**src/rtl/nonce_sweep_ctrl_pkg.sv**
```systemverilog
// Shared types and sizes for the nonce sweep controller.
// Widths follow the mining header / SHA-256 digest layout.
package nonce_sweep_ctrl_pkg;

  localparam int HDR_W   = 608;
  localparam int NONCE_W = 32;
  localparam int DIG_W   = 256;
  localparam int MSG_W   = HDR_W + NONCE_W;
  localparam int TIMEOUT = 1024;
  localparam int WCNT_W  = $clog2(TIMEOUT + 1);

  typedef enum logic [2:0] {
    IDLE,
    ISSUE,
    WAIT,
    CHECK,
    FIN
  } ctrl_state_t;

  typedef logic [HDR_W-1:0]   hdr_t;
  typedef logic [NONCE_W-1:0] nonce_t;
  typedef logic [DIG_W-1:0]   digest_t;
  typedef logic [MSG_W-1:0]   msg_t;
  typedef logic [NONCE_W:0]   count_t;
  typedef logic [WCNT_W-1:0]  wcnt_t;

endpackage

```
**src/rtl/nonce_sweep_ctrl_if.sv**
```systemverilog
// Request/response channel between the sweep controller and the SHA core.
// master = controller side, slave = SHA core side.
interface nonce_sweep_ctrl_if;
  import nonce_sweep_ctrl_pkg::*;

  logic    sha_start;
  msg_t    sha_msg;
  logic    sha_done;
  digest_t sha_digest;

  modport master (
    output sha_start,
    output sha_msg,
    input  sha_done,
    input  sha_digest
  );

  modport slave (
    input  sha_start,
    input  sha_msg,
    output sha_done,
    output sha_digest
  );

endinterface

```
**src/rtl/nonce_sweep_ctrl.sv**
```systemverilog
// Sweeps a nonce range through the SHA core, one hash at a time,
// and reports the first digest below target, exhaustion or timeout.
module nonce_sweep_ctrl
  import nonce_sweep_ctrl_pkg::*;
(
  input  logic   clk,
  input  logic   rst,
  input  logic   start_i,
  input  logic   abort_i,
  input  hdr_t   hdr_i,
  input  digest_t target_i,
  input  nonce_t nonce_first_i,
  input  nonce_t nonce_last_i,
  nonce_sweep_ctrl_if.master sha,
  output logic   busy_o,
  output logic   done_o,
  output logic   found_o,
  output nonce_t found_nonce_o,
  output logic   timeout_err_o,
  output count_t hash_count_o
);

  localparam wcnt_t WAIT_LIM = wcnt_t'(TIMEOUT);

  ctrl_state_t state_q, state_d;
  hdr_t    hdr_q, hdr_d;
  digest_t target_q, target_d;
  digest_t digest_q, digest_d;
  nonce_t  last_q, last_d;
  nonce_t  nonce_q, nonce_d;
  nonce_t  fnonce_q, fnonce_d;
  wcnt_t   wait_q, wait_d;
  count_t  hcnt_q, hcnt_d;
  logic    found_q, found_d;
  logic    terr_q, terr_d;

  always_ff @(posedge clk) begin
    if (rst) begin
      state_q  <= IDLE;
      hdr_q    <= '0;
      target_q <= '0;
      digest_q <= '0;
      last_q   <= '0;
      nonce_q  <= '0;
      fnonce_q <= '0;
      wait_q   <= '0;
      hcnt_q   <= '0;
      found_q  <= 1'b0;
      terr_q   <= 1'b0;
    end else begin
      state_q  <= state_d;
      hdr_q    <= hdr_d;
      target_q <= target_d;
      digest_q <= digest_d;
      last_q   <= last_d;
      nonce_q  <= nonce_d;
      fnonce_q <= fnonce_d;
      wait_q   <= wait_d;
      hcnt_q   <= hcnt_d;
      found_q  <= found_d;
      terr_q   <= terr_d;
    end
  end

  always_comb begin
    state_d  = state_q;
    hdr_d    = hdr_q;
    target_d = target_q;
    digest_d = digest_q;
    last_d   = last_q;
    nonce_d  = nonce_q;
    fnonce_d = fnonce_q;
    wait_d   = wait_q;
    hcnt_d   = hcnt_q;
    found_d  = found_q;
    terr_d   = terr_q;
    // abort overrides every transition and leaves results untouched
    if (abort_i) begin
      state_d = IDLE;
    end else begin
      unique case (state_q)
        IDLE: begin
          if (start_i) begin
            hdr_d    = hdr_i;
            target_d = target_i;
            last_d   = nonce_last_i;
            nonce_d  = nonce_first_i;
            fnonce_d = '0;
            found_d  = 1'b0;
            terr_d   = 1'b0;
            hcnt_d   = '0;
            state_d  = ISSUE;
          end
        end
        ISSUE: begin
          wait_d  = '0;
          state_d = WAIT;
        end
        WAIT: begin
          if (sha.sha_done) begin
            digest_d = sha.sha_digest;
            hcnt_d   = hcnt_q + count_t'(1);
            state_d  = CHECK;
          end else if (wait_q == WAIT_LIM) begin
            terr_d  = 1'b1;
            state_d = FIN;
          end else begin
            wait_d = wait_q + wcnt_t'(1);
          end
        end
        CHECK: begin
          if (digest_q < target_q) begin
            found_d  = 1'b1;
            fnonce_d = nonce_q;
            state_d  = FIN;
          end else if (nonce_q == last_q) begin
            state_d = FIN;
          end else begin
            nonce_d = nonce_q + nonce_t'(1);
            state_d = ISSUE;
          end
        end
        FIN: begin
          state_d = IDLE;
        end
        default: begin
          state_d = IDLE;
        end
      endcase
    end
  end

  // outputs read as reset values during the rst cycle itself
  assign sha.sha_start = ~rst & (state_q == ISSUE);
  assign sha.sha_msg   = rst ? '0 : {hdr_q, nonce_q};
  assign busy_o        = ~rst & (state_q != IDLE);
  assign done_o        = ~rst & (state_q == FIN);
  assign found_o       = ~rst & found_q;
  assign timeout_err_o = ~rst & terr_q;
  assign found_nonce_o = rst ? '0 : fnonce_q;
  assign hash_count_o  = rst ? '0 : hcnt_q;

endmodule

```
**src/flat_wrapper.sv**
```systemverilog
// flat-port wrapper written by rule: the top's interface ports become plain ports
module nonce_sweep_ctrl_flat import nonce_sweep_ctrl_pkg::*;
  (clk, rst, start_i, abort_i, hdr_i, target_i, nonce_first_i, nonce_last_i, busy_o, done_o, found_o, found_nonce_o, timeout_err_o, hash_count_o, sha_sha_start, sha_sha_msg, sha_sha_done, sha_sha_digest);
  nonce_sweep_ctrl_if sha_i ();
  input  logic clk;
  input  logic rst;
  input  logic start_i;
  input  logic abort_i;
  input  hdr_t hdr_i;
  input  digest_t target_i;
  input  nonce_t nonce_first_i;
  input  nonce_t nonce_last_i;
  output logic busy_o;
  output logic done_o;
  output logic found_o;
  output nonce_t found_nonce_o;
  output logic timeout_err_o;
  output count_t hash_count_o;
  output wire logic [$bits(sha_i.sha_start)-1:0] sha_sha_start;
  output wire logic [$bits(sha_i.sha_msg)-1:0] sha_sha_msg;
  input wire logic [$bits(sha_i.sha_done)-1:0] sha_sha_done;
  input wire logic [$bits(sha_i.sha_digest)-1:0] sha_sha_digest;
  assign sha_sha_start = sha_i.sha_start;
  assign sha_sha_msg = sha_i.sha_msg;
  assign sha_i.sha_done = sha_sha_done;
  assign sha_i.sha_digest = sha_sha_digest;
  nonce_sweep_ctrl u_core (.clk(clk), .rst(rst), .start_i(start_i), .abort_i(abort_i), .hdr_i(hdr_i), .target_i(target_i), .nonce_first_i(nonce_first_i), .nonce_last_i(nonce_last_i), .sha(sha_i), .busy_o(busy_o), .done_o(done_o), .found_o(found_o), .found_nonce_o(found_nonce_o), .timeout_err_o(timeout_err_o), .hash_count_o(hash_count_o));
endmodule
```
**config.mk**
```make
export PLATFORM = sky130hd
export DESIGN_NAME = nonce_sweep_ctrl_flat
export DESIGN_NICKNAME = d
export VERILOG_FILES = /design/src/rtl/nonce_sweep_ctrl_pkg.sv /design/src/rtl/nonce_sweep_ctrl_if.sv /design/src/rtl/nonce_sweep_ctrl.sv /design/src/flat_wrapper.sv
export SDC_FILE = /design/constraint.sdc
export NUM_CORES = 2
export LEC_CHECK = 0
export CAP_MARGIN = 30
export CORE_AREA = 8 8 738 740
export CTS_CLUSTER_SIZE = 10
export DETAILED_ROUTE_END_ITERATION = 16
export DIE_AREA = 0 0 746 748
export GPL_TIMING_DRIVEN = 0
export PLACE_DENSITY_LB_ADDON = 0.05
export RECOVER_POWER = 50
export SLEW_MARGIN = 20
export SYNTH_ARGS = -nofsm -noshare
export SYNTH_HDL_FRONTEND = slang
export SYNTH_SLANG_ARGS = --single-unit
```
**constraint.sdc**
```tcl
create_clock -name clk -period 4.6 [get_ports clk]
set_clock_uncertainty 0.15 [all_clocks]
set_input_delay 0.92 -clock clk [delete_from_list [all_inputs] [get_ports clk]]
set_output_delay 0.92 -clock clk [all_outputs]
set_load 0.05 [all_outputs]
```
### Yosys cells after proc, flatten, opt, wreduce, memory -nomap -nowiden

Index checks and enable logic that the tools add are counted.

* register bits: 1265
* bits in latches: 0
* RAM bits: 0
* ROM bits: 0
* bits of input ports: 1189
* output and inout bits: 710
* memories kept: 0

* $add $sub $neg: 3
* $mul: 0
* div/mod/pow operators: 0
* magnitude comparators: 1
* equal/unequal tests: 15
* shift-type cells: 0
* multiplexer cells: 28
* bitwise logic cells: 7
* reductions and logical operators: 14

Operators by type and width (number)
* 640-bit two-way mux: 1
* 256-bit less-than comparator: 1
* 32-bit two-way mux: 6
* 32-bit one-hot mux with 2 select lines: 2
* 33-bit two-way mux: 3
* 33-bit one-hot mux with 2 select lines: 1
* 33-bit by 1-bit adder with 33-bit output (second input constant): 1
* 32-bit by 1-bit adder with 32-bit output (second input constant): 1
* 32-bit equality test: 1
* 11-bit two-way mux: 2
* 11-bit one-hot mux with 2 select lines: 1
* 3-bit two-way mux: 5
* 2-bit != test (second input constant): 6
* 3-bit one-hot mux with 4 select lines: 1
* 4-bit AND reduction: 3
* 11-bit by 1-bit adder with 11-bit output (second input constant): 1
* 11-bit equality test (second input constant): 1
* 5-bit AND reduction: 2
* 3-bit by 2-bit equality test with 1-bit output (second input constant): 2
* 3-bit AND reduction: 2
* 2-bit nonzero test: 3
* 1-bit AND: 5
* 1-bit two-way mux: 4
* 2-bit by 1-bit != test with 1-bit output (second input constant): 2
* other kinds (9): 11

### Longest topological paths before layout

* depth in word-level cells: 4
* mapped depth: 15
* gate-level depth less buffers: 12

### Least setup slack after synthesis

Ideal clock, no wire load.

* kind: input -> output
* from: input rst
* to: output done_o
* arrival: 3166 ps
* data required time: 3530 ps
* slack: 364 ps
* stages on the path: 4
* path buffers: 3
* cells stage by stage: clkbuf_1 > buf_1 > buf_1 > nor4b_1

* cells in the longest elaborated chain, start to end: 2

Ends and longest elaborated chain
* start, declared: RTL line flat_wrapper.sv:6 `input logic rst;`
* 1-bit inverter: RTL line nonce_sweep_ctrl.sv:137 `assign done_o = ~rst & (state_q == FIN);`
* 1-bit AND: RTL line nonce_sweep_ctrl.sv:137
* end, declared: RTL line flat_wrapper.sv:14 `output logic done_o;`

No other way between the ends.

### Final worst setup path

* from: input rst
* to: output sha_sha_msg[276]

* cells in the longest elaborated chain, start to end: 1

Ends and longest elaborated chain
* 640-bit two-way mux: RTL line nonce_sweep_ctrl.sv:135 `assign sha.sha_msg = rst ? '0 : {hdr_q, nonce_q};`
* end, declared: RTL line flat_wrapper.sv:20 `output wire logic [$bits(sha_i.sha_msg)-1:0] sha_sha_msg;`

No other way between the ends.

==> run metrics <==
Avg Inst Size Synth 7.574 um2; first-pass GRT wire length 633600 um; most heavily used metal layer in global routing met2; ratio of final minimum period to clock period 99.65%; slew of the pin with the lowest slew margin 1.447 ns; required time of the critical path 3.53 ns; number of hold buffers added after cts 0; CTS tree done; Design Area, Final 91520 um2; Clock Latency Late Sink 0.92 ns; HPWL Detailed 427600 um; H-Tree Depth 4; die area 558000 um2; number of distinct standard cells referenced by the synthesized netlist 71; count of port buffers added during placement 1897; clock tree root buffer cell sky130_fd_sc_hd__clkbuf_16; endpoint class of the critical path primary output; syn nets 8796; number of CTS-inserted buffers 198; worst reg2reg startpoint u_core.target_q[219]; status completed; share of synthesized area occupied by flip-flops and latches 45.50%; Post-Route WL 493600 um; largest net degree at the start of global routing 17; cell with the largest stage delay on the worst path sky130_fd_sc_hd__clkdlybuf4s50_1; die height 748 um; Final Hold Violating Endpoints 0; worst IR drop on VDD 0.3168 mV; Nets 10965; vias in the first global route 62444; RePlAce Congestion 0.8576; Slew Viols, Final 0; vias per inst 3.606; maximum buffer depth of the clock tree 4; iteration count of the initial detailed-routing pass 7; top flip-flop cell by instance count after synthesis sky130_fd_sc_hd__dfxtp_1; kind of launch point of the worst setup path input pin; Horiz. Die Dim 746 um; largest incremental delay on the critical path 1.04 ns; largest driver fanout on the critical path 10; Netlist Area Pre-Place 55650 um2; sum of buffers and inverters on the critical path 6; DRC Markers 0; leakage component of the power 0.03243 uW; setup slack after placement -2.014 ns; via count 60618; initial antenna violation count 491; register-to-register setup slack 0.26 ns; fraction of registers with async set or reset after synthesis 0%; unrepaired setup endpoints after global routing false; Post-synth EDFFs 0; Synthesis Warnings 0; worst hold path cell count 2; combined global-route utilization of all metal layers 16.90%; kind of cell with the highest combined delay on the critical path buffers and inverters; per-cell routed wire length 29.37 um; met3 usage 7.376%; Max transition margin 3.524%; met1 usage in global routing 18.45%; Starting Density 10.43%; Placement Cell Area 84590 um2; arrival time of the worst setup path 3.51 ns; Power per Cell Area 346.0 nW/um2; I/O pin count 1899; clock transition at the registers of the reported paths 0.05 ns; met2 Usage GRT 29.92%; Synth Register Bits 1265; cells on worst reg2reg path 17; total congestion overflow after global routing 0; area growth from synthesis to layout 64.44%; Critical Path, Cell by Cell clkbuf_4 > buf_12 > clkbuf_1 > buf_6 > clkbuf_2 > nor2b_1 > clkdlybuf4s50_1; terminating pin of the worst hold path u_core.hdr_q[12]; TritonCTS sink count 1265; fraction of final layout cells with drive strength greater than 1 5.029%; Final Critical Period 4.584 ns; least setup slack across all paths after layout 0.01589 ns; Tightest Hold Check Type reg2reg; upper clock frequency limit 218.1 MHz; antenna viol nets, final 0; number of endpoints failing setup at the final stage 0; startpoint of the worst hold path u_core.hdr_q[12]; Setup CP Type in2out; Core Region 533800 um2; # Max-Cap Violations 0; instance count of the mapped netlist 7348; worst flop-to-flop path endpoint u_core.nonce_q[11]; site row count 269; number of design-rule violations left by the first detailed-router iteration 2983
## per-stage QoR
stage          std cells  utilization, %  setup TNS, ns  hold WS, ns  total power [uW]
3_3_place_gp       16291           15.63       -3812.58       0.2876             16610
4_1_cts            16697           17.04              0       0.2388             32640
3_5_place_dp       16344           15.85        -251.03       0.2919             16680
6_report           16808           17.14              0       0.2978             31670
5_1_grt            16743           17.11              0       0.2911             33240
2_1_floorplan       7348               -              0       0.2790             13760
## cell usage after synthesis (all sizes together), types with 5 or more instances
master | n | area (um2)
a21o | 39 | 292.8
nor4b | 5 | 43.79
ha | 259 | 3241
xnor2 | 6 | 52.55
buf | 21 | 97.59
nor4 | 23 | 143.9
inv | 277 | 1040
dfxtp | 1265 | 25320
and3 | 17 | 106.4
or2 | 7 | 43.80
nor2b | 708 | 4429
a22oi | 9 | 67.56
nor3b | 6 | 45.04
nand4 | 69 | 437.9
clkbuf | 491 | 1843
xor2 | 56 | 490.5
a221oi | 12 | 111.4
nor2 | 92 | 347.8
or3 | 15 | 93.84
and4 | 11 | 96.34
a211oi | 12 | 90.09
a22o | 26 | 227.7
or4 | 5 | 41.29
nand2 | 2399 | 9005
o21ai | 49 | 245.2
nand3 | 47 | 235.2
o31ai | 19 | 142.6
a21oi | 1286 | 6451
o211ai | 27 | 202.7
a2111oi | 7 | 80.08
nor3 | 33 | 170.2
## cells by family after synthesis
kind of cell	Yosys count	synth area share [%]
flip-flops	1265	45.50
buffers and inverters	789	5.355
AND/OR/NAND/NOR	3452	27.58
XOR/XNOR	62	0.9757
multiplexers	1	0.02023
adder cells (fa/ha/maj)	259	5.823
AO/OA/AOI/OAI	1520	14.74
## power breakdown
group | switching, uW | leakage (uW) | total, uW | internal [uW]
combinational | 2870 | 0.0190 | 4710 | 1840
sequential | 260 | 0.0103 | 11600 | 11400
clock | 6310 | 0.00310 | 15300 | 9010
total | 9430 | 0.0324 | 31700 | 22200
## worst max path at each step
| stage | from | end | slack (ns) | cells after the start |
|---|---|---|---|---|
| 6_report | rst | sha_sha_msg[276] | 0.02 | 7 |
| 5_1_grt | rst | sha_sha_msg[282] | 0.001 | 7 |
| 4_1_cts | rst | sha_sha_msg[286] | 0.0008 | 7 |
| 3_5_place_dp | u_core.target_q[233] | u_core.fnonce_q[26] | -2.01 | 13 |
| 3_3_place_gp | abort_i | u_core.hdr_q[599] | -3.64 | 9 |
| 2_1_floorplan | rst | done_o | 0.36 | 4 |
## cell usage in the layout, fill, tap and decap left out, drive strengths merged, types with 49 or more instances in the layout
cell | netlist | routed
dlygate4sd2 | 0 | 176
nor2 | 92 | 92
nand4 | 69 | 69
ha | 259 | 259
nor2b | 708 | 708
xor2 | 56 | 56
clkdlybuf4s50 | 0 | 1673
buf | 21 | 82
o21ai | 49 | 49
clkbuf | 491 | 808
nand2 | 2399 | 2399
dfxtp | 1265 | 1265
inv | 277 | 283
diode | 0 | 99
a21oi | 1286 | 1286
## worst min-delay path, delay by kind of cell, from the launching register on
family / cells / cell delay, ns
compound gates: 1 / 0.05
flops: 1 / 0.30
simple gates: 1 / 0.05
## routing by layer
metal  share of wire, %  routed length [um]
met1                 39              191000
met2                 49              239500
met3                9.4               46390
met4                3.2               15810
met5               0.20                1009
## final cells by class
class | instances | area, um2
Clock buffer | 301 | 5744
Clock inverter | 45 | 573.1
Antenna cell | 99 | 247.7
Timing Repair Buffer | 1970 | 20150
Sequential cell | 1265 | 25320
Inverter | 277 | 1040
Tap cell | 7046 | 8816
Buffer | 511 | 2019
Multi-Input combinational cell | 5294 | 27600
Fill cell | 60572 | 442300
## what timing repair did
| action | CTS | global route |
|---|---|---|
| buffers inserted | 8 | 1 |
| gates cloned | 0 | 0 |
| setup endpoints to repair | 379 | 71 |
| resized for setup | 262 | 25 |
| pin swaps | 6 | 4 |
## registers in the layout, summed over array words and instances, names as in the netlist, 3 cells and up
name / count
u_core.hdr_q: 608
u_core.target_q: 256
u_core.digest_q: 256
u_core.wait_q: 11
u_core.fnonce_q: 32
u_core.nonce_q: 32
u_core.last_q: 32
u_core.state_q: 3
u_core.hcnt_q: 33
Power figures use the tool's default switching activity.
